<file path="src/rtl/mac_accumulator.sv">
// mac_accumulator: sums a programmed number of unsigned products into a wide
// accumulator. Products arrive on a valid/ready handshake. The sum and a sticky
// carry-out flag are presented on a second valid/ready handshake.
module mac_accumulator #(
    parameter int ProductWidth = 64,
    parameter int AccWidth     = 72,
    parameter int LenWidth     = 8
) (
    input  logic                    clk_i,
    input  logic                    rst_ni,
    input  logic                    clear_i,
    input  logic                    start_i,
    input  logic [LenWidth-1:0]     len_i,
    input  logic                    prod_valid_i,
    output logic                    prod_ready_o,
    input  logic [ProductWidth-1:0] product_i,
    output logic                    res_valid_o,
    input  logic                    res_ready_i,
    output logic [AccWidth-1:0]     result_o,
    output logic                    overflow_o,
    output logic                    busy_o
);

    // The product is zero-extended into the accumulator, so the accumulator
    // must be at least as wide as the product.
    if (AccWidth < ProductWidth) begin : g_width_check
        $error("mac_accumulator: AccWidth must be >= ProductWidth");
    end

    typedef enum logic [1:0] {
        IDLE  = 2'd0,
        ACCUM = 2'd1,
        DONE  = 2'd2
    } state_t;

    state_t              state_q, state_d;
    logic [AccWidth-1:0] acc_q, acc_d;
    logic [LenWidth-1:0] count_q, count_d;
    logic [LenWidth-1:0] len_q, len_d;
    logic                ovf_q, ovf_d;

    // One bit wider than the accumulator so the top bit is the carry-out.
    logic [AccWidth:0]   sum_ext;
    logic [LenWidth-1:0] count_inc;

    assign sum_ext   = {1'b0, acc_q} + (AccWidth + 1)'(product_i);
    assign count_inc = count_q + LenWidth'(1);

    // Next-state logic: burst control, accumulation and abort.
    always_comb begin
        state_d = state_q;
        acc_d   = acc_q;
        count_d = count_q;
        len_d   = len_q;
        ovf_d   = ovf_q;

        unique case (state_q)
            IDLE: begin
                if (start_i) begin
                    acc_d   = '0;
                    ovf_d   = 1'b0;
                    count_d = '0;
                    if (len_i != '0) begin
                        len_d   = len_i;
                        state_d = ACCUM;
                    end else begin
                        // Empty burst: report a zero result straight away.
                        state_d = DONE;
                    end
                end
            end
            ACCUM: begin
                // Ready is implied by the state, so valid alone completes the handshake.
                if (prod_valid_i) begin
                    acc_d   = sum_ext[AccWidth-1:0];
                    ovf_d   = ovf_q | sum_ext[AccWidth];
                    count_d = count_inc;
                    if (count_inc == len_q) begin
                        state_d = DONE;
                    end
                end
            end
            DONE: begin
                // A start in this cycle is deliberately not looked at.
                if (res_ready_i) begin
                    state_d = IDLE;
                end
            end
            default: begin
                state_d = IDLE;
            end
        endcase

        // Abort wins over every handshake in the same cycle.
        if (clear_i) begin
            state_d = IDLE;
            acc_d   = '0;
            count_d = '0;
            len_d   = '0;
            ovf_d   = 1'b0;
        end
    end

    // State registers with synchronous active-low reset.
    always_ff @(posedge clk_i) begin
        if (!rst_ni) begin
            state_q <= IDLE;
            acc_q   <= '0;
            count_q <= '0;
            len_q   <= '0;
            ovf_q   <= 1'b0;
        end else begin
            state_q <= state_d;
            acc_q   <= acc_d;
            count_q <= count_d;
            len_q   <= len_d;
            ovf_q   <= ovf_d;
        end
    end

    // Outputs depend on registered state only; nothing is combinational from inputs.
    assign prod_ready_o = (state_q == ACCUM);
    assign res_valid_o  = (state_q == DONE);
    assign busy_o       = (state_q != IDLE);
    assign result_o     = acc_q;
    assign overflow_o   = ovf_q;

endmodule

</file>
<file path="config.mk">
export PLATFORM = sky130hd
export DESIGN_NAME = mac_accumulator
export DESIGN_NICKNAME = d
export VERILOG_FILES = /design/src/rtl/mac_accumulator.sv
export SDC_FILE = /design/constraint.sdc
export NUM_CORES = 1
export LEC_CHECK = 0
export CORE_ASPECT_RATIO = 0.7
export CORE_MARGIN = 2
export CORE_UTILIZATION = 56
export DETAILED_ROUTE_END_ITERATION = 16
export PLACE_DENSITY = 0.93
export SKIP_LAST_GASP = 1
export SYNTH_ARGS = -nofsm -noshare
export SYNTH_HDL_FRONTEND = slang
export SYNTH_SLANG_ARGS = --single-unit
</file>
<file path="constraint.sdc">
create_clock -name clk_i -period 5.8 [get_ports clk_i]
set_clock_uncertainty 0.15 [all_clocks]
set_input_delay 0.58 -clock clk_i [delete_from_list [all_inputs] [get_ports clk_i]]
set_output_delay 0.58 -clock clk_i [all_outputs]
set_load 0.02 [all_outputs]
</file>
==> metrics.txt <==
placeable core region between 10000 and 15000 µm²; detailed-routing wirelength on met1 10350 µm; Setup Crit Path Kind primary input to register; routed length per placed instance 17.89 µm; Port Buffer Count 153; length of routed met3 wiring 2386 µm; number of flops mapped to enable cells by yosys 0; htree depth 3; max-cap violation count 0; leading cell types by total area after synthesis sky130_fd_sc_hd__dfxtp_1, sky130_fd_sc_hd__ha_1, sky130_fd_sc_hd__a21oi_1; overall track demand over capacity in global routing 0.3192; max-slew violations 0; via count of the first global-routing pass 6902; Final Non-Filler Cells between 1000 and 1500; number of warning messages in the yosys log 0; setup TNS 0 ns; slack of the worst reg-to-reg path approximately 2.4 ns; Combinational Power Share 0.198; Worst Path Required roughly 5.9 ns; top routing layer in use met4; number of hold-repair buffers added at the cts stage 0; power spent charging and discharging nets 472.9 µW; register bit total from synthesis 91; Detailed Place HPWL ~17000 µm; detailed router's first-iteration violation count 845; most common library cell in the layout ignoring fill and taps sky130_fd_sc_hd__clkdlybuf4s50_1; f_max 0.2694 GHz; post-synthesis async set-or-reset flop share 0; TritonCTS Buffers 9; Sequential Area between 1500 and 2000 µm²; post-synthesis sequential area ratio 0.2567; Worst-Margin Slew 0.7013 ns; residual overflow from global routing 0; Avg Cell Area, Syn 7.400 µm²; crit path launch type primary input; Max rail drop VDD 144.1 µV; HP Class register to register; static power due to leakage roughly 3.7 nW; signed area change from the synthesized netlist to the final layout 26.62%; share of post-route cells with drive strength above 1 0.03041; crit path launch product_i[0]; Cell Int Power 1.064 mW; highest-count cells in the layout ignoring fill and taps sky130_fd_sc_hd__clkdlybuf4s50_1, sky130_fd_sc_hd__nand2_1, sky130_fd_sc_hd__a21oi_1; FILL cells ~970; headroom to the max-slew limit 0.5265; switching part of the total power 0.3077; syn_nets 1103; post-detailed-routing wire length 22310 µm; Crit Reg-Reg Startpoint result_o[42]; worst r2r dst result_o[67]; clock latency on the worst-skew pair around 0.35 ns; number of core rows 34; hold violation count in the final report 0; ratio of final minimum period to clock period 0.6400; diodes inserted 0; Die X 138.6 µm; count of distinct cell types in the synthesized netlist 63; kind of end point of the critical path register; endpoint arrival time on the critical path 3.84 ns; DRC violation count after routing 0; Cell Area, Synth 7097 µm²; instance area at placement 8696 µm²; first-pass GRT wire length 35540 µm; nets 1224; Post-CTS Setup Bufs 0; Die Span Y between 90 and 100 µm; part of the power in registers 0.416; number of nets with antenna violations after detailed routing 0; clk buf depth 2; pin count of the biggest net entering global routing 60; cell area power density 171.1 nW/µm²; number of antenna violations at the first check in global routing 0; status complete, no violations; Top Ports around 150; top flip-flop cell by instance count after synthesis sky130_fd_sc_hd__dfxtp_1; quantity of gates resized following cts 0; area enclosed by the die boundary about 14000 µm²; via count 7678; shortest period the worst path allows 3.712 ns; Initial Util 0.5733; largest fanout of any net on the critical path 5; post-CTS clock slew at the launch and capture registers of the worst setup and hold paths 0.07 ns; mean number of vias per cell between 6 and 7; area taken by multi-input logic gates 5012 µm²; TritonCTS clock tree done; detailed-router iteration count before antenna repair 5; count of cells along the worst register-to-register path 11; final instance area 8986 µm²; clock power share 0.386; Syn Inst Count 959; RePlAce Congestion 1.001; root buffer cell sky130_fd_sc_hd__clkbuf_16; power consumption 1.537 mW; Synth area leader sky130_fd_sc_hd__dfxtp_1; routed wire length on met2 9190 µm; unrepaired setup endpoints after global routing false; destination of the critical timing path result_o[68]; final setup fails 0; Finished Core Util 0.7259; Post-Place Cells 1231; sink count of the clock tree 91; area share of the largest cell type after synthesis 0.2567
per-stage QoR:
step	setup WS [ns]	hold slack [ns]
2_1_floorplan	2.607	0.2981
3_3_place_gp	1.867	0.3054
3_5_place_dp	1.794	0.3186
4_1_cts	2.153	0.3278
5_1_grt	1.870	0.3447
6_report	2.088	0.3255
power groups by stage:
stage	Combinational, mW	Clock, mW	Sequential [mW]
4_1_cts	0.298	0.596	0.639
3_3_place_gp	0.294	0	0.654
3_5_place_dp	0.296	0	0.654
5_1_grt	0.329	0.628	0.640
6_report	0.305	0.593	0.639
2_1_floorplan	0.171	0	0.659
state kept, by name, summed over array words and instances (netlist names):
| signal | cells |
|---|---|
| result_o | 72 |
| overflow_o | 1 |
| count_q | 8 |
| state_q | 2 |
| len_q | 8 |
worst min path at each step:
stage | startpoint | end | cells past startpoint
2_1_floorplan | len_q[0] | len_q[0] | 2
3_3_place_gp | len_q[3] | len_q[3] | 2
3_5_place_dp | len_q[5] | len_q[5] | 2
4_1_cts | len_q[1] | len_q[1] | 2
5_1_grt | len_q[4] | len_q[4] | 2
6_report | len_q[1] | len_q[1] | 2
kinds of logic (layout without fill, tap and decap cells):
logic type	after synthesis	after routing	share of synthesized area
AND/OR/NAND/NOR	349	349	0.2184
AO/OA/AOI/OAI	308	308	0.2765
flip-flops	91	91	0.2567
buffers and inverters	71	197	0.03843
XOR/XNOR	67	67	0.08269
adder cells (fa/ha/maj)	66	66	0.1174
multiplexers	7	7	0.009873
cell type report:
class / instances / share of cell area
clock buffers: 9 / 0.02506
inverters: 22 / 0.009190
clock inverters: 7 / 0.007240
well taps: 162 / 0.02256
flip-flops and latches: 91 / 0.2027
repair buffers: 159 / 0.1754
multi-input cells: 797 / 0.5578
metal layers:
metal  track usage  up-vias
li1              -     3703
met1        0.4723     3521
met2        0.4623      421
met3       0.08632       33
met4       0.07064        0
met5             0        -
cells in the mapped netlist (all sizes together) (3+ instances only):
library cell / count
a21o: 29
mux2i: 7
nand3: 29
nor2: 89
clkbuf: 38
or3: 9
o21ai: 60
or4: 4
o211ai: 8
a41oi: 3
xnor2: 43
a21oi: 109
a21boi: 5
nor4: 4
and3: 14
xor2: 24
nor3: 19
inv: 21
a22oi: 29
o31ai: 5
a211oi: 6
nor2b: 9
o311ai: 3
dfxtp: 91
a31oi: 9
nand2: 143
buf: 11
and2: 6
o21bai: 12
ha: 65
o21a: 6
a221oi: 3
nand2b: 3
nand4: 17
o22ai: 3
worst max-delay path: stages:
cell and delay [ns]:
sky130_fd_sc_hd__clkdlybuf4s50_1 0.42, sky130_fd_sc_hd__ha_1 0.24, sky130_fd_sc_hd__fa_1 0.42, sky130_fd_sc_hd__a21oi_1 0.21, sky130_fd_sc_hd__o22ai_1 0.14, sky130_fd_sc_hd__nand3_1 0.10, sky130_fd_sc_hd__o211ai_1 0.21, sky130_fd_sc_hd__a21o_1 0.27
sky130_fd_sc_hd__a21boi_1 0.49, sky130_fd_sc_hd__o21ba_2 0.31, sky130_fd_sc_hd__o31ai_1 0.14, sky130_fd_sc_hd__nand3_1 0.14, sky130_fd_sc_hd__mux2i_1 0.18
(Power assumes the default switching activity.)
